--- src/rtl/ysyx_23060072_hazard_ctrl_pkg.sv ---
// Shared constants for the hazard controller: FSM encodings, default register
// address width and the hard-wired zero register address.
package ysyx_23060072_hazard_ctrl_pkg;

  localparam logic STATE_RUN      = 1'b0;
  localparam logic STATE_LSU_WAIT = 1'b1;

  localparam int REG_AW_DEF = 5;

  localparam logic [REG_AW_DEF-1:0] X0_ADDR = '0;

endpackage

--- src/rtl/ysyx_23060072_hazard_ctrl_sat_counter.sv ---
// Up-counter that saturates at all-ones; synchronous clear wins over enable.
module ysyx_23060072_sat_counter #(
  parameter int W = 32
) (
  input  logic         clk_i,
  input  logic         clr_i,
  input  logic         en_i,
  output logic [W-1:0] cnt_o
);

  logic [W-1:0] cnt_q;
  logic [W-1:0] cnt_d;

  always_comb begin
    cnt_d = cnt_q;
    if (clr_i) begin
      cnt_d = '0;
    end else if (en_i && (cnt_q != '1)) begin
      cnt_d = cnt_q + {{(W-1){1'b0}}, 1'b1};
    end
  end

  always_ff @(posedge clk_i) begin
    cnt_q <= cnt_d;
  end

  assign cnt_o = cnt_q;

endmodule

--- src/rtl/ysyx_23060072_hazard_ctrl.sv ---
// Pipeline hazard controller: load-use stall, LSU wait freeze, redirect flush
// and sticky LSU timeout. Define YSYX_23060072_HAZARD_PERF_EN for perf counters.
module ysyx_23060072_hazard_ctrl
  import ysyx_23060072_hazard_ctrl_pkg::*;
#(
  parameter int REG_AW      = REG_AW_DEF,
  parameter int LSU_TIMEOUT = 256,
  parameter int CNT_W       = 32
) (
  input  logic              clk,
  input  logic              rst,
  input  logic              id_valid,
  input  logic              id_has_rs1,
  input  logic              id_has_rs2,
  input  logic [REG_AW-1:0] id_rs1_addr,
  input  logic [REG_AW-1:0] id_rs2_addr,
  input  logic              id_store_flag,
  input  logic              ex_valid,
  input  logic              ex_load_flag,
  input  logic [REG_AW-1:0] ex_wb_addr,
  input  logic              ex_redirect,
  input  logic              lsu_req_valid,
  input  logic              lsu_resp_valid,
  output logic              pc_stall,
  output logic              if2id_stall,
  output logic              if2id_flush,
  output logic              id2ex_stall,
  output logic              id2ex_bubble,
  output logic              ex2lsu_stall,
  output logic              lsu2wb_bubble,
  output logic              lsu_timeout_err,
`ifdef YSYX_23060072_HAZARD_PERF_EN
  output logic [CNT_W-1:0]  perf_lu_stall_cnt,
  output logic [CNT_W-1:0]  perf_lsu_wait_cnt,
  output logic [CNT_W-1:0]  perf_flush_cnt,
`endif
  output logic              dbg_state_o
);

  localparam logic             TO_EN   = (LSU_TIMEOUT != 0);
  localparam logic [CNT_W-1:0] TO_LAST = CNT_W'((LSU_TIMEOUT == 0) ? 0 : LSU_TIMEOUT - 1);

  logic             state_q;
  logic             state_d;
  logic             err_q;
  logic             err_d;
  logic             rs1_hit;
  logic             rs2_hit;
  logic             load_use;
  logic             lu_stall;
  logic             in_wait;
  logic             to_hit;
  logic [CNT_W-1:0] to_cnt;

  // A store's rs2 is data only; the LSU-stage bypass covers it.
  assign rs1_hit  = id_has_rs1 && (id_rs1_addr == ex_wb_addr);
  assign rs2_hit  = id_has_rs2 && (id_rs2_addr == ex_wb_addr) && !id_store_flag;
  assign load_use = ex_valid && ex_load_flag && (ex_wb_addr != REG_AW'(X0_ADDR))
                    && id_valid && (rs1_hit || rs2_hit);

  assign in_wait  = (state_q == STATE_LSU_WAIT);
  assign lu_stall = !in_wait && load_use && !ex_redirect;

  always_comb begin
    state_d       = state_q;
    pc_stall      = 1'b0;
    if2id_stall   = 1'b0;
    if2id_flush   = 1'b0;
    id2ex_stall   = 1'b0;
    id2ex_bubble  = 1'b0;
    ex2lsu_stall  = 1'b0;
    lsu2wb_bubble = 1'b0;
    if (state_q == STATE_RUN) begin
      if (lsu_req_valid && !lsu_resp_valid) begin
        state_d = STATE_LSU_WAIT;
      end
      // Redirect discards the younger instructions, so it beats load-use.
      if (ex_redirect) begin
        if2id_flush  = 1'b1;
        id2ex_bubble = 1'b1;
      end else if (load_use) begin
        pc_stall     = 1'b1;
        if2id_stall  = 1'b1;
        id2ex_bubble = 1'b1;
      end
    end else begin
      if (lsu_resp_valid) begin
        state_d = STATE_RUN;
      end else begin
        pc_stall      = 1'b1;
        if2id_stall   = 1'b1;
        id2ex_stall   = 1'b1;
        ex2lsu_stall  = 1'b1;
        lsu2wb_bubble = 1'b1;
      end
    end
  end

  ysyx_23060072_sat_counter #(.W(CNT_W)) u_timeout_cnt (
    .clk_i (clk),
    .clr_i (rst || (state_d == STATE_RUN)),
    .en_i  (in_wait),
    .cnt_o (to_cnt)
  );

  assign to_hit = TO_EN && in_wait && !lsu_resp_valid && (to_cnt == TO_LAST);
  assign err_d  = err_q || to_hit;

  always_ff @(posedge clk) begin
    if (rst) begin
      state_q <= STATE_RUN;
      err_q   <= 1'b0;
    end else begin
      state_q <= state_d;
      err_q   <= err_d;
    end
  end

  assign lsu_timeout_err = err_q;
  assign dbg_state_o     = state_q;

`ifdef YSYX_23060072_HAZARD_PERF_EN
  ysyx_23060072_sat_counter #(.W(CNT_W)) u_perf_lu (
    .clk_i (clk),
    .clr_i (rst),
    .en_i  (lu_stall),
    .cnt_o (perf_lu_stall_cnt)
  );

  ysyx_23060072_sat_counter #(.W(CNT_W)) u_perf_wait (
    .clk_i (clk),
    .clr_i (rst),
    .en_i  (in_wait),
    .cnt_o (perf_lsu_wait_cnt)
  );

  ysyx_23060072_sat_counter #(.W(CNT_W)) u_perf_flush (
    .clk_i (clk),
    .clr_i (rst),
    .en_i  (if2id_flush),
    .cnt_o (perf_flush_cnt)
  );
`else
  logic unused_lu;
  assign unused_lu = lu_stall;
`endif

endmodule
--- config.mk ---
export PLATFORM = sky130hd
export DESIGN_NAME = ysyx_23060072_hazard_ctrl
export DESIGN_NICKNAME = d
export VERILOG_FILES = /design/src/rtl/ysyx_23060072_hazard_ctrl_pkg.sv /design/src/rtl/ysyx_23060072_hazard_ctrl_sat_counter.sv /design/src/rtl/ysyx_23060072_hazard_ctrl.sv
export SDC_FILE = /design/constraint.sdc
export NUM_CORES = 1
export LEC_CHECK = 0
export ABC_CLOCK_PERIOD_IN_PS = 1700
export BUFFER_PORTS_ARGS = -buffer_cell sky130_fd_sc_hd__buf_2
export CAP_MARGIN = 20
export CORE_ASPECT_RATIO = 0.9
export CORE_UTILIZATION = 50
export DETAILED_ROUTE_END_ITERATION = 8
export PLACE_DENSITY = 0.75
export SYNTH_ARGS = -nofsm -noshare
export SYNTH_HDL_FRONTEND = slang
export SYNTH_SLANG_ARGS = --single-unit
--- constraint.sdc ---
create_clock -name clk -period 1.7 [get_ports clk]
set_input_delay 0.34 -clock clk [delete_from_list [all_inputs] [get_ports clk]]
set_output_delay 0.34 -clock clk [all_outputs]
set_load 0.03 [all_outputs]
# Yosys cells after proc, flatten, opt, wreduce, memory -nomap -nowiden
# Cells that the tools add are included.
# W data, S select, Z words.
classes:
  addsub: 1
  n_mul: 0
  div_mod_pow: 0
  order_cmp: 0
  eq_ne: 4
  shifts: 0
  mux: 11
  n_bitwise: 1
  reduce_logical: 17
ops:
  columns: ["operator", "count"]
  rows:
  - ["$add A32 B1 Y32 const B", 1]
  - ["$eq A32 B8 Y1 const B", 1]
  - ["$ne A32 B32 Y1 const B", 1]
  - ["$logic_and A1 B1 Y1", 11]
  - ["$mux W1", 11]
  - ["$eq A5 B5 Y1", 2]
  - ["$reduce_bool A5 Y1", 1]
  - ["$logic_or A1 B1 Y1", 3]
  - ["$logic_not A1 Y1", 2]
  - ["$not A1 Y1", 1]
word_totals:
  register_bits: 34
  latch_bits: 0
  ramBits: 0
  rom_bits: 0
  inputBits: 26
  out_inout_bits: 9
  word_cells: 37
  memories: 0

# Depth between registers and ports, before layout
logic_depth:
  ltp_word: 8
  mapped_depth: 8
  depth_no_buf: 6

# Hierarchy
# Synthesis repeated with hierarchy kept, for this count alone.
unflattened:
  cells_unflattened: 241
  area_unflattened_um2: 2001.9
by_module_without_submodules:
  columns: ["mod", "n_inst", "cells_per_inst", "area_each_um2", "seq_area_each_um2"]
  rows:
  - ["ysyx_23060072_sat_counter", 1, 199, 1674.1, 640.6]
  - ["ysyx_23060072_hazard_ctrl", 1, 42, 327.8, 40.0]

# Least setup slack after synthesis
# No wires, ideal clock.
synth_path:
  path_kind: "input to output"
  start: "input port ex_wb_addr[1]"
  end: "output port pc_stall"
  t_arrival_ns: 1.962
  required_time_ns: 1.360
  path_slack_ns: -0.602
  stages: 6
  n_path_buf: 1
  cell_sequence: "xor2_1 nor4_1 nand3_1 a221o_1 o22ai_1 buf_4"
synth_via:
  elab_chain_len: 8
  word_cells_on_any_way: 13
  cone_classes: "eq/ne (2); mux (3); reduce/logical (8)"
synth_lines:
  columns: ["element", "line", "text"]
  rows:
  - ["start, declared", "ysyx_23060072_hazard_ctrl.sv:20", "input logic [REG_AW-1:0] ex_wb_addr,"]
  - ["$eq A5 B5 Y1", "ysyx_23060072_hazard_ctrl.sv:57", "assign rs2_hit = id_has_rs2 && (id_rs2_addr == ex_wb_addr) && !id_store_flag;"]
  - ["$logic_and A1 B1 Y1 (2 in series)", "ysyx_23060072_hazard_ctrl.sv:57", null]
  - ["$logic_or A1 B1 Y1", "ysyx_23060072_hazard_ctrl.sv:59", "&& id_valid && (rs1_hit || rs2_hit);"]
  - ["$logic_and A1 B1 Y1 *", "ysyx_23060072_hazard_ctrl.sv:59", null]
  - ["$mux W1 * (3 in series)", null, null]
  - ["end, declared", "ysyx_23060072_hazard_ctrl.sv:24", "output logic pc_stall,"]
# Every way passes the cells marked *; elsewhere a longest branch is shown, timed or not.

# Worst setup path in the final report
layout_path:
  start: "input port ex_wb_addr[1]"
  end: "output port if2id_stall"
layout_via:
  elab_chain_len: 8
  word_cells_on_any_way: 13
  cone_classes: "eq/ne (2); mux (3); reduce/logical (8)"
layout_lines:
  columns: ["element", "line", "text"]
  rows:
  - ["$eq A5 B5 Y1", "ysyx_23060072_hazard_ctrl.sv:57", null]
  - ["$logic_and A1 B1 Y1 (2 in series)", "ysyx_23060072_hazard_ctrl.sv:57", null]
  - ["$logic_or A1 B1 Y1", "ysyx_23060072_hazard_ctrl.sv:59", null]
  - ["$logic_and A1 B1 Y1 *", "ysyx_23060072_hazard_ctrl.sv:59", null]
  - ["$mux W1 *", "ysyx_23060072_hazard_ctrl.sv:81", "end else if (load_use) begin"]
  - ["$mux W1 *", "ysyx_23060072_hazard_ctrl.sv:78", "if (ex_redirect) begin"]
  - ["$mux W1 *", "ysyx_23060072_hazard_ctrl.sv:73", "if (state_q == STATE_RUN) begin"]
  - ["end, declared", "ysyx_23060072_hazard_ctrl.sv:25", "output logic if2id_stall,"]
# Marked as above.

==> qor.txt <==
status -> finished, violations left
failing checks -> setup timing
Setup Skew -> 0.00579 ns
Core Area -> 0.00376 sq mm
Final Hold Viols -> 0
pin count of the biggest net entering global routing -> 19
fmax -> 479 MHz
Yosys top cell area share -> 0.345
Starting Density -> 0.525
post-layout min period -> 2.09 ns
commonest register cell after synthesis -> dfxtp_1
H-tree Lvls -> 2
Synth area leaders -> dfxtp_1, xor2_1, a21oi_1
most frequent cell after synthesis -> dfxtp_1
Max Cap Viol -> 0
Reg-to-Reg End -> u_timeout_cnt.cnt_o[14]$_SDFFE_PP0P_
Crit Path Class -> primary input to primary output
sequential standard cell area -> 704 sq um
RD Place Congestion -> 0.900
Worst setup EP type -> primary output
Max Used Layer -> met4
Critical Path RT -> 1.36 ns
area leader, netlist -> dfxtp_1
crit share post-route -> 1.23
EDFF count, synth -> 0
Clock transition at path regs -> 0.08 ns
Residual DRC -> 0
fin. max-slew vios -> 0
worst skew pair latency -> 0.30 ns
power consumption -> 1.92 mW
Syn Nets -> 264
Hold Path Depth -> 2
Die Area -> 0.00420 sq mm
CP max FO -> 3
Leak -> 1.27 nW
hpwl dp -> 4.07 mm
Crit path arrival time -> 1.75 ns
slew margin rel. -> 0.690
worst hold-check path type -> primary input to flop
met3 routed WL -> 390 microns
post-route setup slack -> -0.389 ns
vias in the first global route -> 2060
Power Dens Cells -> 587 mW/mm^2
cts bufs inserted -> 5
crit start category -> primary input
R2R Setup Slk -> -0.21 ns
area of the multi-input gates -> 0.00144 sq mm
sequential area share after synthesis -> 0.345
GRT Overall Usage -> 0.296
Met1 Wirelength -> 2.94 mm
Avg Cell Area, Syn -> 8.33 sq um
I/O pin total -> 35
Area growth syn-to-layout -> 66.1%
first-pass GRT wire length -> 9.20 mm
DRT Wirelength -> 7.27 mm
HP Start -> rst
CTS tree -> built
via count of the routed design -> 2457
DRT Pass-1 Iters -> 6
share of cells above drive strength 1 -> 0.550
width of the die -> 68.2 microns
WL/cell -> 18.2 microns
peak supply drop -> 440 uV
hold worst-path end -> lsu_timeout_err$_SDFF_PP0_
Reg2Reg Depth -> 8
number of core rows -> 21
YS warnings -> 0
post-route ant nets -> 0
fillers -> 185
setup violators final -> 30
I/O Buffers -> 34
slew at the pin closest to its max-slew limit -> 0.461 ns
FF+latch count, synth -> 34
vias per inst -> 6.16
initial antenna violation count -> 0
GRT overflow -> 0
RR Startpoint -> u_timeout_cnt.cnt_o[1]$_SDFFE_PP0P_
Post-Place Setup Slack -> -0.364 ns
RSZ-0062 raised after global routing -> true
nets -> 379
Post-Synthesis Cell Area -> 0.00197 sq mm
WL met2 -> 3.56 mm
list of most frequent post-synthesis cells -> dfxtp_1, a21oi_1, nor2_1
FFs w/ async S/R, synth -> 0
die span in y -> 61.6 microns
clk buf depth -> 2
# diodes -> 0
# clock sinks -> 34
CTS root buf -> clkbuf_8
initial DRC count -> 163
number of distinct library cells after synthesis -> 48
cells after synthesis -> 237
==> metal layers <==
| layer | global-route usage | up-vias |
|---|---|---|
| li1 | - | 1129 |
| met4 | 0.119 | 0 |
| met5 | 0 | - |
| met3 | 0.0519 | 44 |
| met2 | 0.515 | 122 |
| met1 | 0.361 | 1162 |
==> registers in the layout, summed over array words and instances (netlist names) <==
register             cells
lsu_timeout_err          1
u_timeout_cnt.cnt_o     32
dbg_state_o              1
==> layout make-up <==
cell class,count,area share
tap,46,0.0176
multi-input combinational,185,0.439
inverter,7,0.00878
clock buffer,5,0.0210
sequential,34,0.215
timing repair buffer,119,0.277
clock inverter,3,0.0210
==> critical path, stage by stage <==
cell,delay [ns]
buf_6,0.10
xor2_1,0.15
nor4_1,0.30
nand3_1,0.13
a221o_1,0.40
o22ai_4,0.17
buf_6,0.16
==> kinds of logic (layout without fill, tap and decap cells) <==
| kind of cell | Yosys count | count (layout) | synth area share |
|---|---|---|---|
| adder cells (fa/ha/maj) | 1 | 1 | 0.00634 |
| buffers and inverters | 18 | 134 | 0.0526 |
| flip-flops | 34 | 34 | 0.345 |
| AND/OR/NAND/NOR | 109 | 109 | 0.324 |
| XOR/XNOR | 17 | 17 | 0.0755 |
| multiplexers | 1 | 1 | 0.00507 |
| AO/OA/AOI/OAI | 57 | 57 | 0.192 |
==> report_power, final <==
part	switching [mW]	total, mW	leakage [nW]	internal (mW)
Sequential	0.00176	0.796	0.282	0.794
Clock	0.357	0.946	0.0683	0.588
Combinational	0.0950	0.182	0.916	0.0866
==> through the flow <==
| stage | TNS, ns | cell area, sq um | instances | hold WS [ns] | util |
|---|---|---|---|---|---|
| 3_3_place_gp | -2.48 | 2720 | 375 | 0.456 | 0.725 |
| 3_5_place_dp | -3.11 | 2720 | 375 | 0.458 | 0.725 |
| 6_report | -3.63 | 3280 | 399 | 0.224 | 0.872 |
| 4_1_cts | -2.51 | 3060 | 390 | 0.202 | 0.814 |
| 2_1_floorplan | -0.927 | 2050 | 237 | 0.412 | - |
| 5_1_grt | -6.08 | 3280 | 399 | 0.235 | 0.872 |
==> layout by cell type, fill, tap and decap left out, drive strengths merged, types with 2 or more instances in the layout <==
| master | instances |
|---|---|
| nand2 | 15 |
| inv | 6 |
| clkinv | 2 |
| and3 | 3 |
| clkbuf | 5 |
| or3 | 16 |
| nor4 | 11 |
| xor2 | 14 |
| nand4 | 12 |
| buf | 119 |
| o31ai | 6 |
| dfxtp | 34 |
| xnor2 | 3 |
| nand3 | 14 |
| and4 | 4 |
| nand2b | 2 |
| o21ai | 18 |
| nand4b | 2 |
| or4 | 7 |
| bufinv | 2 |
| nor2 | 16 |
| o211ai | 3 |
| nor3 | 4 |
| a21oi | 21 |
==> timing repair <==
action                                  CTS  global route
cloned                                    1             0
hold buffers                              0             0
endpoints found under the setup margin   31            34
buffers inserted                          6            11
resized for setup                        40            39
pin swaps                                28            28
==> worst max path at each step <==
stage                        start     endpoint  slack, ns  cells past startpoint
global placement     ex_wb_addr[2]  if2id_stall      -0.34                      7
floorplan            ex_wb_addr[2]     pc_stall      -0.28                      6
CTS                 id_rs2_addr[3]  if2id_stall      -0.29                      7
finish               ex_wb_addr[1]  if2id_stall      -0.39                      7
global route        id_rs2_addr[2]  if2id_stall      -0.46                      7
detailed placement   ex_wb_addr[2]  if2id_stall      -0.36                      7
Power figures use the tool's default switching activity.
